**config.mk**
```make
export PLATFORM = sky130hd
export DESIGN_NAME = fifo_wr_arbiter
export DESIGN_NICKNAME = d
export VERILOG_FILES = /design/src/rtl/fifo_wr_arbiter.sv
export SDC_FILE = /design/constraint.sdc
export NUM_CORES = 1
export LEC_CHECK = 0
export CORE_AREA = 5 5 78 80
export DETAILED_ROUTE_END_ITERATION = 8
export DIE_AREA = 0 0 83 85
export GPL_ROUTABILITY_DRIVEN = 0
export PLACE_DENSITY = 0.87
export SKIP_LAST_GASP = 1
export SLEW_MARGIN = 25
export SYNTH_ARGS = -nofsm -noshare
export SYNTH_HDL_FRONTEND = slang
export SYNTH_SLANG_ARGS = --single-unit
```
**constraint.sdc**
```tcl
create_clock -name Clk -period 3.1 [get_ports Clk]
set_clock_uncertainty 0.15 [all_clocks]
set_input_delay 0.465 -clock Clk [delete_from_list [all_inputs] [get_ports Clk]]
set_output_delay 0.465 -clock Clk [all_outputs]
set_load 0.05 [all_outputs]
```
**src/rtl/fifo_wr_arbiter.sv**
```systemverilog
// -----------------------------------------------------------------------------
// fifo_wr_arbiter
//
// Round-robin write arbiter that shares one FIFO write port among NREQ
// producers. One producer is granted at a time and may deliver up to BURST
// words before the grant is given up. The arbiter drives the FIFO WR strobe
// and dataIn directly from the granted producer and stalls while the FIFO
// reports FULL.
//
// Handshake (all producer ports): a word moves on a rising Clk edge when
// req_valid[i] and req_ready[i] are both high in the cycle before that edge.
// A producer raises valid with its data and must hold both unchanged until
// the edge where it sees ready; ready never depends on the producer's own
// valid, so there is no combinational loop through the producer.
//
// Parameters
//   NREQ   number of producers, power of two in 2..8
//   DW     data width, matches the FIFO dataIn
//   BURST  maximum words per grant, 1..15
//
// Ports
//   Clk         in   system clock, rising edge
//   Rst         in   asynchronous active-low reset
//   req_valid   in   [NREQ]      per-producer word valid
//   req_data    in   [NREQ*DW]   packed words, producer i at [i*DW +: DW]
//   req_ready   out  [NREQ]      per-producer accept, at most one bit high
//   fifo_full   in   FIFO FULL flag, used combinationally
//   fifo_wr     out  FIFO WR strobe, high exactly on accepted beats
//   fifo_data   out  [DW]        FIFO dataIn, granted producer's word
//   grant_id    out  [clog2(NREQ)] current or last granted producer
//   grant_busy  out  high while a grant is active; this is the FSM state
//                    (IDLE = 0, XFER = 1) and serves as its debug view
// -----------------------------------------------------------------------------
module fifo_wr_arbiter #(
  parameter  int NREQ  = 4,
  parameter  int DW    = 32,
  parameter  int BURST = 4,
  localparam int IW    = $clog2(NREQ),
  localparam int CW    = $clog2(BURST + 1)
) (
  input  logic              Clk,
  input  logic              Rst,
  input  logic [NREQ-1:0]   req_valid,
  input  logic [NREQ*DW-1:0] req_data,
  output logic [NREQ-1:0]   req_ready,
  input  logic              fifo_full,
  output logic              fifo_wr,
  output logic [DW-1:0]     fifo_data,
  output logic [IW-1:0]     grant_id,
  output logic              grant_busy
);

  typedef enum logic {
    ST_IDLE = 1'b0,
    ST_XFER = 1'b1
  } state_e;

  state_e        state_q, state_d;
  logic [IW-1:0] last_q,  last_d;   // producer that held the previous grant
  logic [IW-1:0] grant_q, grant_d;  // producer holding / last holding the grant
  logic [CW-1:0] cnt_q,   cnt_d;    // beats taken in the current grant

  logic          pick_found;
  logic [IW-1:0] pick_idx;
  logic [IW-1:0] cand;
  logic          g_valid;
  logic          beat;

  // ---------------------------------------------------------------------------
  // Round-robin pick: scan last+1, last+2, ... wrapping through last itself.
  // NREQ is a power of two, so plain IW-bit addition wraps the index for free;
  // the final iteration (i == NREQ) truncates to last, which lets the previous
  // owner win again when it is the only one asking.
  // ---------------------------------------------------------------------------
  always_comb begin
    pick_found = 1'b0;
    pick_idx   = last_q;
    cand       = last_q;
    for (int i = 1; i <= NREQ; i++) begin
      cand = last_q + IW'(i);
      if (!pick_found && req_valid[cand]) begin
        pick_found = 1'b1;
        pick_idx   = cand;
      end
    end
  end

  // Granted producer's valid, and whether a word moves this cycle.
  // FULL blocks the beat in the same cycle it rises.
  assign g_valid = req_valid[grant_q];
  assign beat    = (state_q == ST_XFER) && g_valid && !fifo_full;

  // ---------------------------------------------------------------------------
  // State register
  // ---------------------------------------------------------------------------
  always_ff @(posedge Clk or negedge Rst) begin
    if (!Rst) begin
      state_q <= ST_IDLE;
      last_q  <= IW'(NREQ - 1);  // makes producer 0 the first winner
      grant_q <= '0;
      cnt_q   <= '0;
    end else begin
      state_q <= state_d;
      last_q  <= last_d;
      grant_q <= grant_d;
      cnt_q   <= cnt_d;
    end
  end

  // ---------------------------------------------------------------------------
  // Next-state logic
  // ---------------------------------------------------------------------------
  always_comb begin
    state_d = state_q;
    last_d  = last_q;
    grant_d = grant_q;
    cnt_d   = cnt_q;
    case (state_q)
      ST_IDLE: begin
        if (pick_found) begin
          grant_d = pick_idx;
          cnt_d   = '0;
          state_d = ST_XFER;
        end
      end
      ST_XFER: begin
        // A released valid ends the grant even while FULL is stalling it.
        if (!g_valid) begin
          state_d = ST_IDLE;
          last_d  = grant_q;
        end else if (beat) begin
          cnt_d = cnt_q + CW'(1);
          if (cnt_q == CW'(BURST - 1)) begin
            state_d = ST_IDLE;
            last_d  = grant_q;
          end
        end
      end
      default: begin
        state_d = ST_IDLE;
      end
    endcase
  end

  // ---------------------------------------------------------------------------
  // Output logic. Everything is decoded from state_q, so an asynchronous reset
  // drops ready/wr in the same cycle without waiting for a clock edge.
  // ---------------------------------------------------------------------------
  always_comb begin
    req_ready = '0;
    fifo_wr   = 1'b0;
    fifo_data = '0;
    if (state_q == ST_XFER) begin
      req_ready[grant_q] = !fifo_full;
      fifo_wr            = beat;
      fifo_data          = req_data[grant_q*DW +: DW];
    end
  end

  assign grant_id   = grant_q;
  assign grant_busy = (state_q == ST_XFER);

endmodule

```
==> impl_metrics.yaml, run 1 <==
critical_path:
  reg2reg_from: "grant_id[1]$_DFFE_PN0P_"
  worstPathRequired_ns: 2.48
  cp_top_family: "buffers and inverters"
  crit_end: "fifo_wr"
  slowest_delay_ns: 0.62
  r2r_setup_slack_ns: 1.33
  reg2reg_to: "last_q[1]$_DFFE_PN1P_"
  startpoint_type: "input port"
  cp_max_fo: 9
  worstSetupStartpoint: "req_valid[3]"
  cp-end-kind: "output port"
  worst-path-stages: 4
  path_buf_inv: 2
  cpMaxStageDelayCell: "mux4_2"
  path_cells: "clkdlybuf4s50_1 > mux4_2 > and3_1 > buf_4"
  cp.arrival_ns: 2.01
  path_class: "in -> out"
  r2r_cells: 3
clock_network:
  postCtsResizedCells: 0
  clk_pin_slew_ns: 0.04
  cts_sinks: 8
  insertion_delay_ns: 0.23
  htree_levels: 1
  clk_path_buf_depth: 2
  cts_setup_buffers: 0
  ctsRootBufferMaster: "clkbuf_8"
  cts_hold_buf: 0
  cts_tree: "built"
  numCtsBuffers: 3
placed_design:
  place_hpwl_um: 6690
  port_buffers: 174
  pre_cts_ws_ns: 0.4859
global_route:
  grt_max_degree: 40
  gr-usage-all-layers: 0.2181
  antenna_found_initial: 0
  grt_pass1_wl_um: 12210
  grt_pass1_vias: 2158
  overflow: 0
synthesis:
  synth_top_area_frac: 0.4810
  synth_cells: 131
  synth-seq-cells: 8
  synth_warnings: 0
  ys_types: 34
  yosysTopAreaCell: "mux4_2"
  synth_area_leaders: "mux4_2 48%, and2_1 13%, dfrtp_1 9.7%"
  synth_nets: 268
  synth_ff_type: "dfrtp_1"
  synth_edf_count: 0
  synth-async-reset-ratio: 1.000
  syn_area_sq_um: 1545
  avgSynthCellArea_sq_um: 11.80
  ys_seq_area_frac: 0.1312
pwr:
  p_sw_uw: 1866
  pwr-share-comb: 0.907
  power.internal_uw: 1989
  peakVddDrop_v: 0.0005750
  p_per_area_nw_per_um2: 1035
  seqPwrFrac: 0.059
  clkPwrFrac: 0.033
  swShare: 0.4841
  leakagePower_uw: 0.001420
finish:
  final_nets: 439
  antenna_cells: 0
  areaGrowthSynthToFinish_pct: 141.0
  drive_gt1_frac: 0.2890
timing:
  period_minus_slack_ns: 2.622
  final.setup.worst_slack_ns: 0.4779
  fin_crit_sh: 0.8458
  rsz0062_at_grt: "no"
  finalSetupTns_ns: 0
  maxSlewViolCount: 0
  tightest_slew_ns: 0.6005
  slew_headroom: 0.5963
  final_hold_viol_count: 0
  fmax_mhz: 381.4
  setup_viol: 0
drt:
  firstDrtPassIters: 4
  viasPerCell: 5.013
  dr.first_iter.drc_count: 42
  vias: 1870
  drc: 0
  ant_nets: 0
  wl_per_cell_um: 20.58
  wirelength_um: 7676
run:
  maxCapViolations: 0
die:
  core_area_sq_um: 5338
  initial_utilization: 0.2895
  die_x_um: 83
  io_pins: 175
  die-area_sq_um: 7055
  die_y_um: 85
  rows: 27
outcome:
  status: "finished clean"
worst_hold_path:
  hold_path_class: "in -> async"
-- worst min path at each step --
stage	start	end	slack [ns]	cells after the start
floorplan	Rst	cnt_q[0]$_DFFE_PN0P_	0.02	0
global placement	cnt_q[2]$_DFFE_PN0P_	cnt_q[2]$_DFFE_PN0P_	0.39	2
detailed placement	cnt_q[2]$_DFFE_PN0P_	cnt_q[2]$_DFFE_PN0P_	0.41	2
CTS	Rst	cnt_q[1]$_DFFE_PN0P_	0.38	1
global route	Rst	grant_id[1]$_DFFE_PN0P_	0.40	1
finish	Rst	cnt_q[1]$_DFFE_PN0P_	0.37	1
-- logic make-up after synthesis --
family | Yosys count | share of synthesized area
mux | 35 | 0.4955
fa+ha+maj | 2 | 0.01619
flops | 8 | 0.1312
simple gates | 54 | 0.2186
compound gates | 16 | 0.08178
buf+inv | 16 | 0.05668
-- layout by cell type (no fill, tap or decap), types with 2 or more instances in the layout --
master / count
dfstp_2: 2
nand2_1: 5
a21o_1: 2
inv_1: 4
and2_1: 33
nand2b_1: 3
and3_1: 2
a21oi_1: 3
mux4_2: 33
buf_4: 7
mux2_1: 2
ha_1: 2
nand3_1: 2
clkbuf_8: 3
o21ai_1: 2
nor3b_1: 2
buf_12: 35
dfrtp_1: 5
clkdlybuf4s50_1: 136
-- worst reg2reg max path: stages, from the launching register on --
cell,delay [ns]
dfrtp_1,0.36
mux4_2,0.62
a21oi_2,0.21
mux2_1,0.35
-- cell type report --
class                           instances  area (sq um)
Multi-Input combinational cell        107          1255
Inverter                                4         15.01
Clock buffer                            4         45.04
Fill cell                             388          1614
Timing Repair Buffer                  178          2115
Tap cell                               72         90.09
Sequential cell                         8         203.9
-- registers in the layout, indices dropped and copies added (netlist names) --
signal	cells
cnt_q	3
grant_id	2
last_q	2
grant_busy	1
-- through the flow --
| stage | cells | total power, uW | hold slack, ns | instance area, sq um | util |
|---|---|---|---|---|---|
| floorplan | 131 | 2208 | 0.01941 | 1545 | - |
| detailed placement | 369 | 3764 | 0.4120 | 3679 | 0.6892 |
| finish | 373 | 3855 | 0.3688 | 3724 | 0.6976 |
| global placement | 369 | 3698 | 0.3929 | 3679 | 0.6892 |
| CTS | 373 | 3898 | 0.3821 | 3724 | 0.6976 |
| global route | 373 | 4032 | 0.3957 | 3724 | 0.6976 |
-- layer usage --
| metal | up-vias | global-route usage | wire, um | part of all wire |
|---|---|---|---|---|
| met5 | - | 0 | 0 | 0 |
| met4 | 0 | 0.05052 | 168 | 0.022 |
| met3 | 12 | 0.06019 | 545 | 0.071 |
| met2 | 88 | 0.4227 | 4329 | 0.56 |
| met1 | 909 | 0.2336 | 2633 | 0.34 |
| li1 | 861 | - | - | - |
-- power by group through the flow --
stage	combinational (uW)	clock, uW	sequential, uW
floorplan	1930	0	276
global placement	3470	0	227
detailed placement	3530	0	231
CTS	3540	132	229
global route	3650	141	239
finish	3500	129	229
-- cell usage after synthesis (2+ instances only) --
cell type	count
nand3_1	2
and3_1	2
clkbuf_1	5
mux2_1	2
a21o_1	2
ha_1	2
buf_2	4
dfrtp_1	6
o21ai_1	2
nand2_1	5
nand2b_1	3
mux4_2	33
buf_6	3
nor3b_1	2
inv_1	4
and2_1	33
dfstp_2	2
a21oi_1	3
Note: power is estimated with default switching activity, not from simulation.
==> inputs of run 2 (changes only) <==
--- a/config.mk
+++ b/config.mk
@@ -5,11 +5,11 @@
 export SDC_FILE = /design/constraint.sdc
 export NUM_CORES = 1
 export LEC_CHECK = 0
-export CORE_AREA = 5 5 78 80
+export CORE_AREA = 5 5 81 83
 export DETAILED_ROUTE_END_ITERATION = 8
-export DIE_AREA = 0 0 83 85
+export DIE_AREA = 0 0 86 88
 export GPL_ROUTABILITY_DRIVEN = 0
-export PLACE_DENSITY = 0.87
+export PLACE_DENSITY = 0.81
 export SKIP_LAST_GASP = 1
 export SLEW_MARGIN = 25
 export SYNTH_ARGS = -nofsm -noshare
==> constraint.sdc (replaced) <==
create_clock -name Clk -period 2.5 [get_ports Clk]
set_clock_uncertainty 0.15 [all_clocks]
set_input_delay 0.375 -clock Clk [delete_from_list [all_inputs] [get_ports Clk]]
set_output_delay 0.375 -clock Clk [all_outputs]
set_load 0.05 [all_outputs]
==> run 2 against run 1 <==
Against the previous run: combinational power is 3% higher; total power is 5.0% higher; sequential share of layout area is 0.47 points higher; critical path depth stayed put; non-clock buffer count is 5 higher; largest power group unchanged.
==> impl_metrics.yaml, run 2 (synthesis gave the netlist of run 1 again) <==
clock_network:
  insertion_delay_ns: 0.23
  cts_hold_buf: 0
  clk_path_buf_depth: 2
  cts_tree: "built"
  postCtsResizedCells: 0
  cts_setup_buffers: 0
  htree_levels: 1
  ctsRootBufferMaster: "clkbuf_8"
  cts_sinks: 8
  clk_pin_slew_ns: 0.04
  numCtsBuffers: 3
placed_design:
  pre_cts_ws_ns: 0.1554
  place_hpwl_um: 6040
  port_buffers: 174
critical_path:
  cp.arrival_ns: 1.80
  worstPathRequired_ns: 1.98
  reg2reg_to: "last_q[0]$_DFFE_PN1P_"
  path_class: "in -> out"
  path_cells: "clkdlybuf4s50_1 > mux4_2 > and3_1 > buf_4"
  cpMaxStageDelayCell: "mux4_2"
  r2r_setup_slack_ns: 0.53
  cp_max_fo: 5
  slowest_delay_ns: 0.54
  r2r_cells: 5
  reg2reg_from: "grant_id[0]$_DFFE_PN0P_"
  startpoint_type: "input port"
  cp-end-kind: "output port"
timing:
  fmax_mhz: 430.1
  setup_viol: 0
  final_hold_viol_count: 0
  tightest_slew_ns: 0.6132
  slew_headroom: 0.5878
  rsz0062_at_grt: "no"
  finalSetupTns_ns: 0
  final.setup.worst_slack_ns: 0.1752
  period_minus_slack_ns: 2.325
  holdWs_ns: 0.2760
  maxSlewViolCount: 0
  fin_crit_sh: 0.9299
outcome:
  status: "finished clean"
pwr:
  power.internal_uw: 1880
  pwr-share-comb: 0.889
  p_per_area_nw_per_um2: 1173
  p_sw_uw: 2166
  clkPwrFrac: 0.040
  swShare: 0.5353
  leakagePower_uw: 0.001350
  seqPwrFrac: 0.071
  power_uw: 4046
  peakVddDrop_v: 0.0007083
die:
  initial_utilization: 0.2673
  rows: 28
  io_pins: 175
  die-area_sq_um: 7568
  core_area_sq_um: 5781
  die_x_um: 86
  die_y_um: 88
drt:
  wl_per_cell_um: 18.31
  drc: 0
  wirelength_um: 6977
  vias: 1855
  ant_nets: 0
  viasPerCell: 4.869
  firstDrtPassIters: 3
  dr.first_iter.drc_count: 28
finish:
  areaGrowthSynthToFinish_pct: 123.3
  layout_commonest_cell: "clkdlybuf4s50_1"
  top_register: "cnt_q"
  layout_common_cells: "134 x clkdlybuf4s50_1, 40 x buf_4, 33 x mux4_2, 33 x and2_1, 9 x buf_12"
  fin_util: 0.5970
  largest_register_ffs: 3
  drive_gt1_frac: 0.3203
  antenna_cells: 0
  fillCellCount: 491
  final_nets: 444
global_route:
  grt_max_degree: 26
  antenna_found_initial: 0
  overflow: 0
  grt_pass1_wl_um: 10630
  gr-usage-all-layers: 0.1796
  grt_pass1_vias: 2052
run:
  maxCapViolations: 0
worst_hold_path:
  hold_path_class: "in -> async"
## run 2: worst max-delay path: cells and delay by family
kind,cells,cell delay [ns]
AND/OR/NAND/NOR,1,0.20
multiplexers,1,0.54
buffers and inverters,2,0.68
## run 2: metrics by stage
stage / instances / instance area [sq um]
after global routing: 381 / 3451
after floorplan: 131 / 1560
final: 381 / 3451
after detailed placement: 377 / 3406
after CTS: 381 / 3451
after global placement: 377 / 3406
## run 2: area by class of cell
class / instances / area (sq um) / area share
clock buffer: 4 / 45.04 / 0.01305
multi-input combinational: 107 / 1270 / 0.3680
sequential: 8 / 205.2 / 0.05946
tap: 75 / 93.84 / 0.02719
inverter: 4 / 15.01 / 0.004351
timing repair buffer: 183 / 1822 / 0.5279
## run 2: power groups by stage
stage | Combinational (uW) | Sequential (uW) | Clock, uW
after floorplan | 2410 | 343 | 0
after global placement | 3600 | 285 | 0
after detailed placement | 3640 | 288 | 0
after CTS | 3650 | 287 | 164
after global routing | 3790 | 299 | 173
final | 3600 | 286 | 163
## run 2: worst max-delay path by stage
stage	startpoint	end	cells after the start
after floorplan	grant_id[0]$_DFFE_PN0P_	fifo_data[10]	4
after global placement	req_valid[1]	fifo_wr	4
after detailed placement	req_valid[1]	last_q[0]$_DFFE_PN1P_	5
after CTS	grant_id[0]$_DFFE_PN0P_	fifo_data[30]	4
after global routing	grant_id[0]$_DFFE_PN0P_	fifo_data[30]	4
final	req_valid[1]	fifo_wr	4
## run 2: per-layer routing
metal / vias up / global-route usage / part of all wire
met5: - / 0 / 0
met4: 0 / 0.03309 / 0.014
met3: 10 / 0.03293 / 0.078
met2: 83 / 0.3595 / 0.55
met1: 890 / 0.1962 / 0.35
li1: 872 / - / -
==> inputs of run 3 (changes only) <==
--- a/config.mk
+++ b/config.mk
@@ -15,3 +15,4 @@
 export SYNTH_ARGS = -nofsm -noshare
 export SYNTH_HDL_FRONTEND = slang
 export SYNTH_SLANG_ARGS = --single-unit
+export TNS_END_PERCENT = 1
==> run 3 against run 2 <==
Against the previous run: critical path depth is the same; clock-buffer cell count unchanged; core utilization is the same; flip-flop and latch count stayed put; critical path type is now reg -> out; largest cell class unchanged; largest power group unchanged; highest routed layer unchanged.
==> impl_metrics.yaml, run 3 (synthesis gave the netlist of run 1 again) <==
outcome:
  status: "finished clean"
timing:
  tightest_slew_ns: 0.6158
  setup_viol: 0
  rsz0062_at_grt: "no"
  maxSlewViolCount: 0
  slew_headroom: 0.5861
  final_hold_viol_count: 0
  fmax_mhz: 431.8
  period_minus_slack_ns: 2.316
  fin_crit_sh: 0.9264
  final.setup.worst_slack_ns: 0.1840
finish:
  final_nets: 442
  postLayoutCellArea_sq_um: 3451
  top_register: "cnt_q"
  areaGrowthSynthToFinish_pct: 123.3
  antenna_cells: 0
  seq_area_sq_um: 205.2
  fin_util: 0.5970
  drive_gt1_frac: 0.3092
  largest_register_ffs: 3
  layout_common_cells: "134 x clkdlybuf4s50_1, 36 x buf_4, 33 x mux4_2, 33 x and2_1, 11 x buf_12"
  layout_commonest_cell: "clkdlybuf4s50_1"
  fillCellCount: 478
  multi_input_area_sq_um: 1260
drt:
  wl_per_cell_um: 18.01
  vias: 1837
  dr.first_iter.drc_count: 41
  drc: 0
  viasPerCell: 4.847
  firstDrtPassIters: 4
  wirelength_um: 6827
  ant_nets: 0
clock_network:
  cts_tree: "built"
  cts_hold_buf: 0
  cts_setup_buffers: 0
  insertion_delay_ns: 0.23
  ctsRootBufferMaster: "clkbuf_8"
  htree_levels: 1
  postCtsResizedCells: 0
  clk_path_buf_depth: 2
  cts_sinks: 8
  clk_pin_slew_ns: 0.05
  numCtsBuffers: 3
global_route:
  antenna_found_initial: 0
  top_usage_layer: "met2"
  gr-usage-all-layers: 0.1743
  overflow: 0
  use_met3: 0.03104
  grt_max_degree: 41
  grt_pass1_vias: 1924
  use_met2: 0.3343
  grt_pass1_wl_um: 10360
  met1_usage: 0.2064
die:
  rows: 28
  initial_utilization: 0.2673
  io_pins: 175
  die_y_um: 88
  die-area_sq_um: 7568
  die_x_um: 86
  core_area_sq_um: 5781
critical_path:
  cp.arrival_ns: 1.79
  worstPathRequired_ns: 1.98
  path_cells: "buf_12 > mux4_2 > and2_1 > buf_4"
  cp-end-kind: "output port"
  slowest_delay_ns: 0.55
  startpoint_type: "register"
  cp_max_fo: 40
  cpMaxStageDelayCell: "mux4_2"
  path_class: "reg -> out"
pwr:
  leakagePower_uw: 0.001345
  peakVddDrop_v: 0.0007711
  p_per_area_nw_per_um2: 1183
placed_design:
  place_hpwl_um: 5840
  port_buffers: 174
  dpl_cell_area_sq_um: 3406
  pre_cts_ws_ns: 0.2002
run:
  maxCapViolations: 0
worst_hold_path:
  hold_path_class: "in -> async"
[run 3: cell count changes in the layout (fill, tap and decap cells not counted), sizes merged]
cell  before  now
buf       49   47
[run 3: power breakdown]
| group | total [uW] | internal, uW | switching, uW |
|---|---|---|---|
| clock network | 169 | 111 | 57.4 |
| registers | 262 | 206 | 55.4 |
| logic | 3650 | 1590 | 2060 |
[run 3: cell type report]
type | count | share of cell area
repair buffers | 181 | 0.5308
multi-input cells | 107 | 0.3651
flip-flops and latches | 8 | 0.05946
well taps | 75 | 0.02719
clock buffers | 4 | 0.01305
inverters | 4 | 0.004351
[run 3: metrics by stage]
step / cells / power (uW) / hold WS [ns] / TNS, ns
2_1_floorplan: 131 / 2742 / -0.07059 / -0.4765
3_3_place_gp: 375 / 3931 / 0.3986 / 0
3_5_place_dp: 375 / 3956 / 0.4195 / 0
4_1_cts: 379 / 4134 / 0.2898 / 0
5_1_grt: 379 / 4302 / 0.3061 / 0
6_report: 379 / 4082 / 0.2740 / 0
[run 3: path summary, 6_finish.rpt]
| kind | from | to | slack [ns] | depth (start not counted) |
|---|---|---|---|---|
| setup / recovery | grant_id[0]$_DFFE_PN0P_ | fifo_data[5] | 0.18 | 4 |
| hold / removal | Rst | grant_busy$_DFF_PN0_ | 0.27 | 1 |
| hold reg to reg | cnt_q[2]$_DFFE_PN0P_ | cnt_q[2]$_DFFE_PN0P_ | 0.42 | 2 |
| max in group asynchronous | Rst | last_q[0]$_DFFE_PN1P_ | 1.62 | 1 |
| min in group Clk | cnt_q[2]$_DFFE_PN0P_ | cnt_q[2]$_DFFE_PN0P_ | 0.42 | 2 |
| setup reg to reg | grant_id[0]$_DFFE_PN0P_ | last_q[1]$_DFFE_PN1P_ | 0.57 | 5 |
[run 3: metal layers]
metal / vias to the layer above / part of all wire
met3: 4 / 0.082
met1: 882 / 0.37
met5: - / 0
met2: 84 / 0.54
met4: 0 / 0.0022
li1: 867 / -
[run 3: critical path, delay by kind of cell (launching register included)]
kind,cells,cell delay [ns]
multiplexers,1,0.55
buffers and inverters,2,0.45
flip-flops,1,0.36
AND/OR/NAND/NOR,1,0.17
